**config.mk**
```make
export PLATFORM = sky130hd
export DESIGN_NAME = wb_stage_multibeat_flat
export DESIGN_NICKNAME = d
export VERILOG_FILES = /design/src/rtl/wb_stage_multibeat_pkg.sv /design/src/rtl/wb_stage_multibeat_if.sv /design/src/rtl/wb_stage_multibeat_fifo.sv /design/src/rtl/wb_stage_multibeat.sv /design/src/flat_wrapper.sv
export SDC_FILE = /design/constraint.sdc
export NUM_CORES = 1
export LEC_CHECK = 0
export ABC_CLOCK_PERIOD_IN_PS = 12300
export CELL_PAD_IN_SITES_DETAIL_PLACEMENT = 0
export CELL_PAD_IN_SITES_GLOBAL_PLACEMENT = 1
export CORE_ASPECT_RATIO = 0.75
export CORE_MARGIN = 2
export CORE_UTILIZATION = 25
export CTS_CLUSTER_SIZE = 40
export DETAILED_ROUTE_END_ITERATION = 8
export DONT_BUFFER_PORTS = 1
export HOLD_SLACK_MARGIN = 0.1
export PLACE_DENSITY_LB_ADDON = 0.15
export SKIP_CTS_REPAIR_TIMING = 1
export SLEW_MARGIN = 5
export SYNTH_ARGS = -nofsm -noshare
export SYNTH_HDL_FRONTEND = slang
export SYNTH_HIERARCHICAL = 1
export SYNTH_SLANG_ARGS = --single-unit
export TNS_END_PERCENT = 1
```
**constraint.sdc**
```tcl
create_clock -name clk -period 12.3 [get_ports clk]
set_clock_uncertainty 0.1 [all_clocks]
set_input_delay 2.46 -clock clk [delete_from_list [all_inputs] [get_ports clk]]
set_output_delay 2.46 -clock clk [all_outputs]
set_load 0.005 [all_outputs]
```
**src/rtl/wb_stage_multibeat_pkg.sv**
```systemverilog
// Shared types and default widths for the vector-processor writeback stage.
//   dest_type_e : register bank selector (scalar / vector)
//   wb_state_e  : writeback sequencer states
//   wb_entry_t  : one buffered writeback request at default widths
//   beat_w()    : width of a beat index for a given beat count
package vp_pkg;

  localparam int unsigned SCALAR_W_D   = 21;
  localparam int unsigned ELEM_W_D     = 24;
  localparam int unsigned LANES_D      = 8;
  localparam int unsigned REG_ADDR_W_D = 4;
  localparam int unsigned BEATS_D      = 2;
  localparam int unsigned FIFO_DEPTH_D = 4;

  typedef enum logic {
    DEST_SCALAR = 1'b0,
    DEST_VECTOR = 1'b1
  } dest_type_e;

  typedef enum logic {
    WB_IDLE  = 1'b0,
    WB_WRITE = 1'b1
  } wb_state_e;

  typedef struct packed {
    logic [REG_ADDR_W_D-1:0]       dest;
    dest_type_e                    dest_type;
    logic [LANES_D-1:0]            lane_mask;
    logic [LANES_D*ELEM_W_D-1:0]   vdata;
    logic [SCALAR_W_D-1:0]         sdata;
  } wb_entry_t;

  // A single-beat configuration still gets a 1-bit beat index.
  function automatic int unsigned beat_w(input int unsigned beats);
    return (beats > 1) ? $clog2(beats) : 1;
  endfunction

endpackage

```
**src/rtl/wb_stage_multibeat_if.sv**
```systemverilog
// Bus bundle of the writeback stage.
//   in_*    : writeback request (valid/ready) from MEM
//   rf_*    : register-file write port, one scalar write or one vector beat per cycle
//   fwd_*   : forwarding view of the buffer head
//   done_*  : scoreboard release pulse
//   busy    : stage holds or is writing an entry
// slave modport faces the stage; master modport faces its environment.
interface wb_stage_multibeat_if
  import vp_pkg::*;
#(
  parameter int unsigned SCALAR_W   = SCALAR_W_D,
  parameter int unsigned ELEM_W     = ELEM_W_D,
  parameter int unsigned LANES      = LANES_D,
  parameter int unsigned REG_ADDR_W = REG_ADDR_W_D,
  parameter int unsigned BEATS      = BEATS_D
) ();

  localparam int unsigned BL     = LANES / BEATS;
  localparam int unsigned BEAT_W = beat_w(BEATS);
  localparam int unsigned VEC_W  = LANES * ELEM_W;

  logic                   in_valid;
  logic                   in_ready;
  logic [REG_ADDR_W-1:0]  in_dest;
  logic                   in_dest_type;
  logic                   in_sel_mem;
  logic [LANES-1:0]       in_lane_mask;
  logic [VEC_W-1:0]       in_mem_data;
  logic [VEC_W-1:0]       in_alu_v;
  logic [SCALAR_W-1:0]    in_alu_s;

  logic                   rf_we_s;
  logic                   rf_we_v;
  logic [REG_ADDR_W-1:0]  rf_addr;
  logic [SCALAR_W-1:0]    rf_wdata_s;
  logic [BEAT_W-1:0]      rf_beat;
  logic [BL*ELEM_W-1:0]   rf_wdata_v;
  logic [BL-1:0]          rf_lane_we;

  logic                   fwd_valid;
  logic [REG_ADDR_W-1:0]  fwd_dest;
  logic                   fwd_type;
  logic [VEC_W-1:0]       fwd_vector;
  logic [SCALAR_W-1:0]    fwd_scalar;

  logic                   done_valid;
  logic [REG_ADDR_W-1:0]  done_dest;
  logic                   done_type;
  logic                   busy;

  modport slave (
    input  in_valid, in_dest, in_dest_type, in_sel_mem, in_lane_mask,
           in_mem_data, in_alu_v, in_alu_s,
    output in_ready,
           rf_we_s, rf_we_v, rf_addr, rf_wdata_s, rf_beat, rf_wdata_v, rf_lane_we,
           fwd_valid, fwd_dest, fwd_type, fwd_vector, fwd_scalar,
           done_valid, done_dest, done_type, busy
  );

  modport master (
    output in_valid, in_dest, in_dest_type, in_sel_mem, in_lane_mask,
           in_mem_data, in_alu_v, in_alu_s,
    input  in_ready,
           rf_we_s, rf_we_v, rf_addr, rf_wdata_s, rf_beat, rf_wdata_v, rf_lane_we,
           fwd_valid, fwd_dest, fwd_type, fwd_vector, fwd_scalar,
           done_valid, done_dest, done_type, busy
  );

endinterface

```
**src/rtl/wb_stage_multibeat_fifo.sv**
```systemverilog
// wb_fifo: synchronous FIFO of writeback entries.
//   clk, rst_n : clock, synchronous active-low reset (empties the buffer)
//   push, din  : write din when not full
//   pop        : drop head when not empty
//   full, empty, count : occupancy
//   head       : oldest entry (undefined content when empty)
module wb_fifo
  import vp_pkg::*;
#(
  parameter type         T     = wb_entry_t,
  parameter int unsigned DEPTH = FIFO_DEPTH_D
) (
  input  logic                   clk,
  input  logic                   rst_n,
  input  logic                   push,
  input  T                       din,
  input  logic                   pop,
  output logic                   full,
  output logic                   empty,
  output logic [$clog2(DEPTH):0] count,
  output T                       head
);

  localparam int unsigned AW    = $clog2(DEPTH);
  localparam int unsigned CNT_W = AW + 1;

  T                mem [DEPTH];
  logic [AW-1:0]   wptr;
  logic [AW-1:0]   rptr;
  logic            do_push;
  logic            do_pop;

  always_comb begin
    full    = (count == CNT_W'(DEPTH));
    empty   = (count == '0);
    do_push = push & ~full;
    do_pop  = pop & ~empty;
    head    = mem[rptr];
  end

  always_ff @(posedge clk) begin
    if (do_push) begin
      mem[wptr] <= din;
    end
  end

  // DEPTH is a power of two, so the pointers wrap by overflow.
  always_ff @(posedge clk) begin
    if (!rst_n) begin
      wptr  <= '0;
      rptr  <= '0;
      count <= '0;
    end else begin
      if (do_push) begin
        wptr <= wptr + AW'(1);
      end
      if (do_pop) begin
        rptr <= rptr + AW'(1);
      end
      case ({do_push, do_pop})
        2'b10:   count <= count + CNT_W'(1);
        2'b01:   count <= count - CNT_W'(1);
        default: count <= count;
      endcase
    end
  end

endmodule

```
**src/rtl/wb_stage_multibeat.sv**
```systemverilog
// wb_stage_multibeat: writeback stage after MEM.
//   clk, rst_n : clock, synchronous active-low reset
//   bus        : request, RF write, forwarding, release and busy signals
// Requests are muxed (mem vs ALU) at enqueue, buffered, and drained one per
// cycle: a scalar entry takes one RF write, a vector entry BEATS lane-group
// writes. The release pulse and pop coincide with an entry's final write.
module wb_stage_multibeat
  import vp_pkg::*;
#(
  parameter int unsigned SCALAR_W   = SCALAR_W_D,
  parameter int unsigned ELEM_W     = ELEM_W_D,
  parameter int unsigned LANES      = LANES_D,
  parameter int unsigned REG_ADDR_W = REG_ADDR_W_D,
  parameter int unsigned BEATS      = BEATS_D,
  parameter int unsigned FIFO_DEPTH = FIFO_DEPTH_D
) (
  input  logic               clk,
  input  logic               rst_n,
  wb_stage_multibeat_if.slave bus
);

  localparam int unsigned BL     = LANES / BEATS;
  localparam int unsigned BEAT_W = beat_w(BEATS);
  localparam int unsigned VEC_W  = LANES * ELEM_W;
  localparam int unsigned CNT_W  = $clog2(FIFO_DEPTH) + 1;

  typedef struct packed {
    logic [REG_ADDR_W-1:0] dest;
    dest_type_e            dest_type;
    logic [LANES-1:0]      lane_mask;
    logic [VEC_W-1:0]      vdata;
    logic [SCALAR_W-1:0]   sdata;
  } entry_t;

  entry_t            in_entry;
  entry_t            head;
  logic              push;
  logic              pop;
  logic              full;
  logic              empty;
  logic [CNT_W-1:0]  count;

  wb_state_e         state;
  wb_state_e         state_n;
  logic [BEAT_W-1:0] beat;
  logic [BEAT_W-1:0] beat_n;
  logic              writing;
  logic              is_vec;
  logic              write_last;

  assign bus.in_ready = rst_n & ~full;
  assign push         = bus.in_valid & bus.in_ready;

  always_comb begin
    in_entry.dest      = bus.in_dest;
    in_entry.dest_type = dest_type_e'(bus.in_dest_type);
    in_entry.lane_mask = bus.in_lane_mask;
    in_entry.vdata     = bus.in_sel_mem ? bus.in_mem_data : bus.in_alu_v;
    in_entry.sdata     = bus.in_alu_s;
  end

  wb_fifo #(
    .T     (entry_t),
    .DEPTH (FIFO_DEPTH)
  ) u_fifo (
    .clk   (clk),
    .rst_n (rst_n),
    .push  (push),
    .din   (in_entry),
    .pop   (pop),
    .full  (full),
    .empty (empty),
    .count (count),
    .head  (head)
  );

  always_ff @(posedge clk) begin
    if (!rst_n) begin
      state <= WB_IDLE;
      beat  <= '0;
    end else begin
      state <= state_n;
      beat  <= beat_n;
    end
  end

  // IDLE also looks at push so an entry accepted into an empty buffer is
  // written on the very next cycle. WRITE stays put across entries when
  // another one remains after the pop, giving bubble-free back-to-back drain.
  always_comb begin
    state_n    = state;
    beat_n     = beat;
    writing    = rst_n & (state == WB_WRITE) & ~empty;
    is_vec     = (head.dest_type == DEST_VECTOR);
    write_last = writing & (~is_vec | (beat == BEAT_W'(BEATS - 1)));
    pop        = write_last;
    case (state)
      WB_IDLE: begin
        if (~empty | push) begin
          state_n = WB_WRITE;
          beat_n  = '0;
        end
      end
      WB_WRITE: begin
        if (write_last) begin
          beat_n  = '0;
          state_n = ((count > CNT_W'(1)) | push) ? WB_WRITE : WB_IDLE;
        end else if (writing) begin
          beat_n = beat + BEAT_W'(1);
        end
      end
      default: begin
        state_n = WB_IDLE;
        beat_n  = '0;
      end
    endcase
  end

  always_comb begin
    bus.rf_we_s    = 1'b0;
    bus.rf_we_v    = 1'b0;
    bus.rf_addr    = '0;
    bus.rf_wdata_s = '0;
    bus.rf_beat    = '0;
    bus.rf_wdata_v = '0;
    bus.rf_lane_we = '0;
    if (writing) begin
      bus.rf_addr = head.dest;
      if (is_vec) begin
        bus.rf_we_v = 1'b1;
        bus.rf_beat = beat;
        for (int unsigned b = 0; b < BEATS; b++) begin
          if (beat == BEAT_W'(b)) begin
            bus.rf_wdata_v = head.vdata[b*BL*ELEM_W +: BL*ELEM_W];
            bus.rf_lane_we = head.lane_mask[b*BL +: BL];
          end
        end
      end else begin
        bus.rf_we_s    = 1'b1;
        bus.rf_wdata_s = head.sdata;
      end
    end
  end

  always_comb begin
    bus.done_valid = write_last;
    bus.done_dest  = '0;
    bus.done_type  = 1'b0;
    if (write_last) begin
      bus.done_dest = head.dest;
      bus.done_type = head.dest_type;
    end

    bus.fwd_valid  = 1'b0;
    bus.fwd_dest   = '0;
    bus.fwd_type   = 1'b0;
    bus.fwd_vector = '0;
    bus.fwd_scalar = '0;
    if (rst_n & ~empty) begin
      bus.fwd_valid  = 1'b1;
      bus.fwd_dest   = head.dest;
      bus.fwd_type   = head.dest_type;
      bus.fwd_vector = head.vdata;
      bus.fwd_scalar = head.sdata;
    end

    bus.busy = rst_n & (~empty | (state == WB_WRITE));
  end

endmodule
```
**src/flat_wrapper.sv**
```systemverilog
// flat-port wrapper written by rule: the top's interface ports become plain ports
module wb_stage_multibeat_flat import vp_pkg::*;
#(
  parameter int unsigned SCALAR_W   = SCALAR_W_D,
  parameter int unsigned ELEM_W     = ELEM_W_D,
  parameter int unsigned LANES      = LANES_D,
  parameter int unsigned REG_ADDR_W = REG_ADDR_W_D,
  parameter int unsigned BEATS      = BEATS_D,
  parameter int unsigned FIFO_DEPTH = FIFO_DEPTH_D
)
  (clk, rst_n, bus_in_valid, bus_in_dest, bus_in_dest_type, bus_in_sel_mem, bus_in_lane_mask, bus_in_mem_data, bus_in_alu_v, bus_in_alu_s, bus_in_ready, bus_rf_we_s, bus_rf_we_v, bus_rf_addr, bus_rf_wdata_s, bus_rf_beat, bus_rf_wdata_v, bus_rf_lane_we, bus_fwd_valid, bus_fwd_dest, bus_fwd_type, bus_fwd_vector, bus_fwd_scalar, bus_done_valid, bus_done_dest, bus_done_type, bus_busy);
  wb_stage_multibeat_if #(.SCALAR_W(SCALAR_W), .ELEM_W(ELEM_W), .LANES(LANES), .REG_ADDR_W(REG_ADDR_W), .BEATS(BEATS)) bus_i ();
  input  logic clk;
  input  logic rst_n;
  input wire logic [$bits(bus_i.in_valid)-1:0] bus_in_valid;
  input wire logic [$bits(bus_i.in_dest)-1:0] bus_in_dest;
  input wire logic [$bits(bus_i.in_dest_type)-1:0] bus_in_dest_type;
  input wire logic [$bits(bus_i.in_sel_mem)-1:0] bus_in_sel_mem;
  input wire logic [$bits(bus_i.in_lane_mask)-1:0] bus_in_lane_mask;
  input wire logic [$bits(bus_i.in_mem_data)-1:0] bus_in_mem_data;
  input wire logic [$bits(bus_i.in_alu_v)-1:0] bus_in_alu_v;
  input wire logic [$bits(bus_i.in_alu_s)-1:0] bus_in_alu_s;
  output wire logic [$bits(bus_i.in_ready)-1:0] bus_in_ready;
  output wire logic [$bits(bus_i.rf_we_s)-1:0] bus_rf_we_s;
  output wire logic [$bits(bus_i.rf_we_v)-1:0] bus_rf_we_v;
  output wire logic [$bits(bus_i.rf_addr)-1:0] bus_rf_addr;
  output wire logic [$bits(bus_i.rf_wdata_s)-1:0] bus_rf_wdata_s;
  output wire logic [$bits(bus_i.rf_beat)-1:0] bus_rf_beat;
  output wire logic [$bits(bus_i.rf_wdata_v)-1:0] bus_rf_wdata_v;
  output wire logic [$bits(bus_i.rf_lane_we)-1:0] bus_rf_lane_we;
  output wire logic [$bits(bus_i.fwd_valid)-1:0] bus_fwd_valid;
  output wire logic [$bits(bus_i.fwd_dest)-1:0] bus_fwd_dest;
  output wire logic [$bits(bus_i.fwd_type)-1:0] bus_fwd_type;
  output wire logic [$bits(bus_i.fwd_vector)-1:0] bus_fwd_vector;
  output wire logic [$bits(bus_i.fwd_scalar)-1:0] bus_fwd_scalar;
  output wire logic [$bits(bus_i.done_valid)-1:0] bus_done_valid;
  output wire logic [$bits(bus_i.done_dest)-1:0] bus_done_dest;
  output wire logic [$bits(bus_i.done_type)-1:0] bus_done_type;
  output wire logic [$bits(bus_i.busy)-1:0] bus_busy;
  assign bus_i.in_valid = bus_in_valid;
  assign bus_i.in_dest = bus_in_dest;
  assign bus_i.in_dest_type = bus_in_dest_type;
  assign bus_i.in_sel_mem = bus_in_sel_mem;
  assign bus_i.in_lane_mask = bus_in_lane_mask;
  assign bus_i.in_mem_data = bus_in_mem_data;
  assign bus_i.in_alu_v = bus_in_alu_v;
  assign bus_i.in_alu_s = bus_in_alu_s;
  assign bus_in_ready = bus_i.in_ready;
  assign bus_rf_we_s = bus_i.rf_we_s;
  assign bus_rf_we_v = bus_i.rf_we_v;
  assign bus_rf_addr = bus_i.rf_addr;
  assign bus_rf_wdata_s = bus_i.rf_wdata_s;
  assign bus_rf_beat = bus_i.rf_beat;
  assign bus_rf_wdata_v = bus_i.rf_wdata_v;
  assign bus_rf_lane_we = bus_i.rf_lane_we;
  assign bus_fwd_valid = bus_i.fwd_valid;
  assign bus_fwd_dest = bus_i.fwd_dest;
  assign bus_fwd_type = bus_i.fwd_type;
  assign bus_fwd_vector = bus_i.fwd_vector;
  assign bus_fwd_scalar = bus_i.fwd_scalar;
  assign bus_done_valid = bus_i.done_valid;
  assign bus_done_dest = bus_i.done_dest;
  assign bus_done_type = bus_i.done_type;
  assign bus_busy = bus_i.busy;
  wb_stage_multibeat #(.SCALAR_W(SCALAR_W), .ELEM_W(ELEM_W), .LANES(LANES), .REG_ADDR_W(REG_ADDR_W), .BEATS(BEATS), .FIFO_DEPTH(FIFO_DEPTH)) u_core (.clk(clk), .rst_n(rst_n), .bus(bus_i));
endmodule
```
==> After elaboration in Yosys (flattened, before gate mapping) <==
Memories as Yosys holds them, arrays and structs flattened. A register that Yosys moved wholly into a read port is not among the register bits.
Cells that the tools add are included.
{ "word_totals": {"regBits": 9, "ramBits": 904, "in_bits": 422, "out_inout_bits": 355, "elab_cells": 73, "memories": 1} }
{ "mem_list": {"columns": ["memory", "words", "word_bits", "rd", "rd_ports_with_merged_regs", "write_ports", "line_no", "rtl"], "rows": [
  ["u_core.u_fifo.mem", 4, 226, 1, 1, 1, "wb_stage_multibeat_fifo.sv:27", "T mem [DEPTH];"]
]} }
{ "op_classes": {"n_addsub": 5, "magnitude_cmp": 1, "n_eq_ne": 5, "muxes": 36, "n_bitwise": 17, "reduce_logical": 3} }
{ "op_table": {"columns": ["operator", "n"], "rows": [
  ["$mux 192", 2],
  ["$mux 96", 3],
  ["$mux 21", 3],
  ["$mux 4", 6],
  ["$mux 1", 17],
  ["$and 1x1->1", 9],
  ["$pmux 3 s2", 1],
  ["$add 2x1->2 const B", 2],
  ["$mux 2", 2],
  ["$not 1->1", 4],
  ["$or 1x1->1", 4],
  ["$pmux 1 s2", 2],
  ["$add 3x1->3 const B", 1],
  ["$eq 3x3->1 const B", 1],
  ["$gt 3x1->1 const B", 1],
  ["$logic_not 3->1", 1],
  ["$ne 3x3->1 const B", 1],
  ["$sub 3x1->3 const B", 1],
  ["$eq 2x1->1 const B", 1],
  ["$eq 2x2->1 const B", 1],
  ["$ne 2x1->1 const B", 1],
  ["$reduce_and 2->1", 1],
  ["$reduce_bool 2->1", 1],
  ["$add 1x1->1 const B", 1]
]} }

==> Depth between registers and ports, before layout <==
Gate-level depths: netlist of the first run.
{ "logic_depth": {"ltp_word": 8, "ltp_mapped": 14, "ltp_nobuf": 11} }

==> Modules after synthesis <==
Netlist of the first run, hierarchy kept.
{ "by_module_without_submodules": {"columns": ["mod", "n_inst", "cells_per_inst", "area_per_inst_um2", "seq_area_each_um2"], "rows": [
  ["wb_fifo", 1, 1234, 33065.5, 27326.2],
  ["wb_stage_multibeat", 1, 631, 5139.9, 40.0]
]} }

==> Least setup slack after synthesis of the first run <==
Ideal clock, no wire load.
{ "synth_timing": {"kind": "in2reg", "from": "in rst_n", "to": "mem u_core/u_fifo/mem[0][0] in the netlist's numbering, enable pin", "setup_time_ps": 615, "arrival_time_ps": 8135, "required_ps": 11585, "setup_slack_ps": 3450, "cell_stages": 5, "n_path_buf": 1, "path_cell_list": "nand3b_1 inv_1 nor2b_1 clkbuf_1 and2_1"} }
{ "synth_between": {"elab_chain_cells": 5} }
{ "synth_rtl": {"columns": ["element", "line_no", "rtl"], "rows": [
  ["from (decl)", "flat_wrapper.sv:14", "input logic rst_n;"],
  ["$and 1x1->1", "wb_stage_multibeat.sv:51", "assign bus.in_ready = rst_n & ~full;"],
  ["$and 1x1->1", "wb_stage_multibeat.sv:52", "assign push = bus.in_valid & bus.in_ready;"],
  ["via u_core.push", "wb_stage_multibeat.sv:37", "logic push;"],
  ["$and 1x1->1", "wb_stage_multibeat_fifo.sv:36", "do_push = push & ~full;"],
  ["$mux 1", "wb_stage_multibeat_fifo.sv:42", "if (do_push) begin"],
  ["$mux 1 (implied by the code)", "wb_stage_multibeat_fifo.sv:43", "mem[wptr] <= din;"],
  ["to (decl)", "wb_stage_multibeat_fifo.sv:27", null]
]} }
The timed path passes the listed nets, and every way through them passes these cells.

==> Worst setup path in the final report of the first run <==
{ "layout_timing": {"from": "in rst_n", "to": "out bus_rf_wdata_v[27]"} }
{ "layout_between": {"elab_chain_cells": 3} }
{ "layout_rtl": {"columns": ["element", "line_no", "rtl"], "rows": [
  ["$and 1x1->1 (2 in a row)", "wb_stage_multibeat.sv:93", "writing = rst_n & (state == WB_WRITE) & ~empty;"],
  ["$mux 96", "wb_stage_multibeat.sv:127", "if (writing) begin"],
  ["to (decl)", "flat_wrapper.sv:29", "output wire logic [$bits(bus_i.rf_wdata_v)-1:0] bus_rf_wdata_v;"]
]} }
No other way between the ends.

==> results.md, run 1 <==
- The slowest cell on the critical path is buf_4.
- The static leakage is between 0.01 and 0.015 uW.
- The wire length per cell after detailed routing is around 26 um.
- The detail-routed via count per cell is 4.461.
- Dividing the final minimum period by the clock period gives 0.5968.
- The total negative setup slack is 0 ns.
- The worst hold path was traced through 2 stages.
- Setup repair after global routing left no endpoint under its margin.
- The site row count is 124.
- The slew of the pin with the lowest slew margin is around 1.5 ns.
- The fraction of the yosys area taken by sequential cells is 0.7163.
- For this configuration, the core starts out at a cell density of 0.2513.
- The power density over the cells is around 160 nW/um^2.
- The commonest register cell after synthesis is edfxtp_1.
- The worst setup slack after layout is roughly 5.0 ns.
- The main combinational cell family by area after synthesis is multiplexers.
- In this design, the stage delay of the slowest critical-path cell is 0.90 ns.
- The minimum clock period after layout is around 7.3 ns.
- The count of final max-slew check failures is 0.
- The routing layer with the top usage in global route is met2.
- The dominant delay contributor by cell family on the critical path is simple AND/OR/NAND/NOR gates.
- The number of hold-slack violations in the final timing report is 0.
- In the layout the commonest cells are 904 x edfxtp_1, 247 x and2_1, 226 x mux4_2.
- The count of buffering cells on the critical path with inverters included is 1.
- The final worst hold slack is 0.3996 ns.
- The synthesized flop and latch total is roughly 920.
- Before CTS, the worst setup slack after placement is approximately 4.9 ns.
- The simple logic cell fraction of the synthesized area is 0.04605.
- The via count of the first global-routing pass was 18668.
- The die footprint is roughly 160000 sq um.
- edfxtp_1 takes more of the synthesized area than any other cell.
- The worst setup path is launched from a primary input.
- The number of vias after detailed routing is 17736.
- The layout filler cell count is between 10000 and 15000.
- The tree is rooted in a clkbuf_16.
- STA classifies the critical path endpoint as an output pin.
- After clock tree synthesis, the clock-pin slew on the worst setup and hold paths is approximately 0.060 ns.
- The flow ran to the end, and the final reports show no timing, DRC or antenna violations.
- TritonCTS built the clock tree.
- The half-perimeter wire length of the detailed placement result is 63.85 mm.
- The most common library cell in the layout ignoring fill and taps is edfxtp_1.
- In the global route stage, overall resource usage came out at 0.1270.
- The count of endpoints failing setup in the final report is 0.
- Of the cells placed in the final design, the portion with a size suffix greater than 1 is 0.3083.
- Of the total synthesized cell area, the portion taken by full adders, half adders and majority gates is 0.002161.
- The worst register-to-register path begins at u_core/u_fifo/count[2].
- The residual antenna-violating net count after detailed routing is 0.
- The width of the die is between 400 and 500 um.
- The critical path crosses 4 cells after its start point.
- After global routing the overflow that remains totals 0.
- The total standard cell area after synthesis is approximately 38000 sq um.
- The synthesized netlist cell count is around 1900.
- The met2 demand-to-capacity share in global routing is 0.2290.
- The max-cap violation count is 0.
- Counting flops with an async set or reset pin after synthesis yields a share of 0.
- The complex-gate fraction of the synthesized area is 0.02473.
- Entering global routing, the biggest net connects roughly 190 pins.
- The worst reg2reg path depth is 7.
- The worst slew slack as a fraction of its limit is 0.008919.
- The global-route wire length before repair is between 100 and 150 mm.
- The number of nets in the finished design is ~2300.
- Sorting the synthesized cells by area gives the leading types as edfxtp_1 71%, mux4_2 13%, mux2_2 5.7%.
- The DRC violation count after routing is 0.
- The top-area cell type share of the netlist area is 0.7105.
- Derived from the worst setup path, the maximum achievable clock frequency is roughly 140 MHz.
- The endpoint of the worst-slack reg-to-reg timing path is u_core/u_fifo/mem[1][11].
- The number of distinct library cells after synthesis is 34.
- The type of the worst setup path is primary input to output pin.
- The number of warnings reported in the yosys synthesis log is 6.
- The number of enable flip-flop cells after synthesis is 904.
- The startpoint of the tightest hold check path is u_core/u_fifo/rptr[0].
- The met1 usage is 0.1531.
- The multiplexer share of the synthesized area is 0.1903.
- The met3 track demand over resource is 0.02870.
- The number of search-and-repair iterations in the first detailed-routing pass is 5.
- The H-tree was split into 3 levels.
- The clock reaches the later pin of the worst-skew pair after 0.69 ns.
- The congestion estimate from routability-driven global placement came to roughly 0.7.
- The final layout contains routed wiring with a total length of 101.9 mm.
- The path class of the lowest-slack min-delay path is register to register.
- The clock tree buffer depth is 3.
- IR analysis of the VDD net gives a maximum drop of 0.0001069 V.
- The xor-xnor portion of the synthesized cell area is 0.0004585.
- TritonCTS created around 100 clock buffers.
- The height of the die is 342.6 um.
- The number of placed I/O pins is about 800.
- The count of buffers added on input and output ports is 0.
- The per-instance average area after synthesis is 20.49 sq um.
- For this block, the initial DRC count from the detailed router was roughly 1000.
- After floorplanning, the core was sized to cover about 150000 sq um.
- The count of clock tree sinks is 915.
- The synthesized net count is between 2000 and 2500.
- The area growth from synthesis to layout is 14.02%.
- Across all register-to-register paths, the minimum setup slack is ~8.1 ns.
- The number of antenna violations at the first check in global routing was 4.
- The highest fanout seen on the critical path is 80.
- Walking the worst path, the cells encountered are and3b_1, and3_4, buf_4, a22o_1.
- The data arrival time of the worst path is approximately 4.8 ns.
- STA puts the critical path data required time at just under 10 ns.
how the worst max path moves through the flow:
stage,from,to,slack [ns]
after floorplan,rst_n,u_core/u_fifo/mem[0][0],3.45
after global placement,rst_n,bus_rf_wdata_v[27],5.05
after detailed placement,rst_n,bus_rf_wdata_v[27],4.92
after CTS,rst_n,bus_rf_wdata_v[27],4.92
after global routing,register,bus_rf_wdata_v[27],4.82
final,rst_n,bus_rf_wdata_v[27],4.96
cells by family after synthesis:
family                     count (synthesis)
DFF                                      915
adders and majority gates                  6
buffers and inverters                    130
xor gates and xnor gates                   2
muxes                                    420
and+or+nand+nor                          281
AOI/OAI and AO/OA                        111
state kept, by name, summed over array words and instances, names as in the netlist, named ones only:
register,cells
u_core/beat,1
u_core/u_fifo/mem,904
u_core/u_fifo/wptr,2
u_core/state,1
u_core/u_fifo/count,3
u_core/u_fifo/rptr,2
where the power goes:
group / total, uW / switching [uW] / internal (uW)
combinational: 331 / 210 / 121
clock: 3000 / 1250 / 1760
sequential: 3540 / 14.5 / 3530
total: 6870 / 1470 / 5400
Yosys cell counts, types with 3 or more instances:
master      n
a21boi_0    3
a22o_1    100
and2_1    251
and3_1      5
buf_1       7
buf_2      58
buf_6      27
clkbuf_1   30
dfxtp_1    11
edfxtp_1  904
ha_1        5
inv_1       8
mux2_2    192
mux4_2    226
nand2_1     8
nor2b_1     3
o21ai_0     6
final cells by class:
class                   instances  area [sq um]  share of cell area
multi-input cells             820         10100              0.2319
clock buffers                 123          2630             0.06038
flip-flops and latches        915         27370              0.6284
inverters                       8         30.03           0.0006894
well taps                    2016          2522             0.05791
clock inverters                61         664.4             0.01525
repair buffers                 29         230.2            0.005285
diodes                          4         10.01           0.0002298
tightest hold or removal path, cell delays in order, from the launching register on:
cell,delay [ns]
dfxtp_1,0.32
nand2_1,0.07
o21ai_0,0.07
layer usage:
layer / wire length, um / up-vias
met1: 40990 / 9454
li1: - / 7642
met2: 53980 / 511
met5: 0 / -
met3: 4683 / 129
met4: 2241 / 0
per-stage QoR:
stage,utilization,total power (uW),cells,cell area (sq um)
after CTS,0.2864,7002,3972,43550
after global routing,0.2865,7143,3974,43560
final,0.2865,6874,3976,43560
after global placement,0.2648,3938,3788,40260
after detailed placement,0.2648,3953,3788,40260
after floorplan,-,3839,1865,38210
(Power assumes the default switching activity.)
==> inputs of run 2 (changes only) <==
--- a/config.mk
+++ b/config.mk
@@ -5,7 +5,7 @@
 export SDC_FILE = /design/constraint.sdc
 export NUM_CORES = 1
 export LEC_CHECK = 0
-export ABC_CLOCK_PERIOD_IN_PS = 12300
+export ABC_CLOCK_PERIOD_IN_PS = 6800
 export CELL_PAD_IN_SITES_DETAIL_PLACEMENT = 0
 export CELL_PAD_IN_SITES_GLOBAL_PLACEMENT = 1
 export CORE_ASPECT_RATIO = 0.75
==> constraint.sdc (replaced) <==
create_clock -name clk -period 6.8 [get_ports clk]
set_clock_uncertainty 0.1 [all_clocks]
set_input_delay 1.36 -clock clk [delete_from_list [all_inputs] [get_ports clk]]
set_output_delay 1.36 -clock clk [all_outputs]
set_load 0.005 [all_outputs]
==> run 2 against run 1 <==
  * The run now ends with slew limit left
  * Combinational power grew 81%
  * First-iteration DRC count up 4.8%
  * Setup slack lost 3.6 ns
  * Register-to-register slack worse by 5.2 ns
  * Clock power increased by 72%
  * Critical path depth rose by 1
  * Total power grew 77%
  * Cell count decreased by 0.10%
  * Count of clock-buffer cells in the layout decreased by 10
  * Cell area down 0.13%
  * Critical path type is now register to output pin
  * Largest power group unchanged
  * Highest routed layer is now met5
==> results.md, run 2 (synthesized netlist as in run 1, its figures left out) <==
- The run finished, with violations left.
- The final reports fail on slew limit.
- The worst slew slack as a fraction of its limit is -0.04562 (-0.05454).
- The slew of the pin with the lowest slew margin is 1.568 ns (+0.08182 ns).
- The TritonCTS buffer count came to 98 (-1.0%).
- TritonCTS built the clock tree.
- The highest fanout seen on the critical path is 44 (-45%).
- Setup repair after global routing left no endpoint under its margin.
- The number of antenna violations at the first check in global routing is 4 (unchanged).
- The data arrival time of the worst path was 3.96 ns (-0.82 ns).
- The number of vias after detailed routing is 17745 (+0.051%).
- The number of placed I/O pins came to 777 (unchanged).
- The combined global-route utilization of all metal layers came to 0.1244 (-0.002563).
- The overall routed net length was 100.2 mm (-1.6%).
- The largest registers in the layout are u_core/u_fifo/mem x904, u_core/u_fifo/count x3.
- The H-tree level count is 3 (unchanged).
- The type of the worst setup path is register to output pin.
- The worst setup path is launched from a register.
- The width of the die came to 455.4 um (unchanged).
- The pre-CTS setup slack is 1.740 ns (-3.182 ns).
- The clock tree root driver cell is clkbuf_16.
- The height of the die is 342.6 um (unchanged).
- The required time at the endpoint of the critical path was 5.34 ns (-4.40 ns).
- The detail-routed via count per cell is 4.468 (+0.15%).
- The via count of the first global-routing pass came to 18502 (-0.89%).
- The die footprint came to 156000 sq um (unchanged).
- The total grt overflow is 0 (unchanged).
- The number of hold-slack violations in the final timing report is 0 (unchanged).
- STA classifies the critical path endpoint as an output pin.
- The placeable core region is 152000 sq um (unchanged).
- Timing would allow up to approximately 180 MHz.
- The final worst hold slack is 0.4035 ns (+0.003895 ns).
- The DRC violation count after routing came to 0 (unchanged).
- The number of flip-flops under the largest register name is 904 (unchanged).
- The clock transition at the registers of the reported paths came to 0.06 ns (about the same).
- The worst supply voltage drop on vdd is 0.0001694 V (+58%).
- The static leakage came to 0.01313 uW (-0.34%).
- The clock period could shrink to approximately 5.4 ns.
- The clock tree buffer depth is 3 (unchanged).
- The count of endpoints failing setup in the final report is 0 (unchanged).
- The count of clock tree sinks is 915 (unchanged).
- The initial core utilization came to 0.2513 (unchanged).
- The clock latency on the worst-skew pair is 0.71 ns (+0.02 ns).
- The violation count after the first detailed-routing iteration is 1058 (+4.8%).
- The global-route wire length before repair was 139.4 mm (-1.5%).
- The number of placed instances, taps included is 3786 (-0.053%).
- The residual antenna-violating net count after detailed routing was 0 (unchanged).
- The max-cap violation count came to 0 (unchanged).
- The fraction of layout instances using a drive strength above 1 is 0.3060 (-0.002327).
- Compared with the post-synthesis result, the final layout area differs by 13.86%.
- The count of final max-slew check failures is 40 (+40).
- The final weighted congestion of routability-driven global placement is 0.6846 (-2.0%).
- The path class of the lowest-slack min-delay path is register to register.
- The number of port buffers is 0 (unchanged).
- The number of search-and-repair iterations in the first detailed-routing pass is 5 (unchanged).
- In the finished design, the share of the clock period the worst path needs comes to 0.7968.
- The pin count of the biggest net entering global routing is 220 (+14%).
- The most common library cell in the layout ignoring fill and taps is edfxtp_1.
- Leaving out fill and tap cells, the most frequent cells in the layout are 904 x edfxtp_1, 247 x and2_1, 226 x mux4_2.
- The power density over the cells came to 279.7 nW/um^2 (+77%).
- The utilization of the core after routing is 0.2861 (-0.0003870).
- Counting flops per register, the top entry is u_core/u_fifo/mem.
- The half-perimeter wire length of the detailed placement result is 63.13 mm (-1.1%).
- The wire length per cell after detailed routing is 25.23 um (-1.5%).
- The site row count is 124 (unchanged).
- The worst setup slack after layout is 1.382 ns (-3.578 ns).
- The final non-filler cell total was 3972 (-0.10%).
- The number of nets in the finished design was 2298 (-0.13%).
==> run 2: cell count changes in the layout (fill, tap and decap cells not counted), moves of 4 or more <==
cell	previous run	this run
clkbuf_1	20	14
diode_2	4	8
clkinv_2	19	23
clkinv_1	18	23
clkinvlp_4	6	2
buf_4	28	15
buf_12	1	12
==> run 2: area by class of cell <==
class,count,area [sq um]
diodes,8,20.02
clock buffers,113,2530
clock inverters,65,573.1
fillers,14936,108500
inverters,8,30.03
multi-input cells,820,10100
flip-flops and latches,915,27370
well taps,2016,2522
repair buffers,27,352.8
==> run 2: final timing paths <==
| kind | startpoint | endpoint | slack [ns] | depth (start not counted) |
|---|---|---|---|---|
| worst max-delay path | register | bus_rf_wdata_v[46] | 1.38 | 5 |
| worst min register to register | u_core/u_fifo/rptr[0] | u_core/u_fifo/rptr[0] | 0.40 | 2 |
| worst min-delay path | u_core/u_fifo/rptr[0] | u_core/u_fifo/rptr[0] | 0.40 | 2 |
| worst max register to register | register | u_core/u_fifo/count[2] | 2.91 | 10 |
==> run 2: worst max-delay path: stages (launching register included) <==
cell,delay (ns)
dfxtp_4,0.83
mux4_2,0.43
nand2b_1,0.27
nor2_4,0.87
buf_4,0.53
a22o_1,0.25
==> run 2: per-stage QoR <==
stage               total power [uW]  TNS (ns)  area [sq um]
global placement                7119         0         40380
detailed placement              7146         0         40380
global route                   12650         0         43490
floorplan                       6943   -644.19         38210
finish                         12170         0         43500
CTS                            12400         0         43480
==> run 2: power by group <==
part	internal [uW]	switching, uW
sequential	6380	25.2
combinational	223	376
clock	2970	2190
==> run 2: metal layers <==
| layer | vias to the layer above | routed length [um] | global-route usage |
|---|---|---|---|
| met4 | 2 | 2640 | 0.03736 |
| met3 | 135 | 4122 | 0.02665 |
| met1 | 9465 | 41110 | 0.1525 |
| met2 | 504 | 52340 | 0.2201 |
| met5 | - | 13 | 0 |
| li1 | 7639 | - | - |
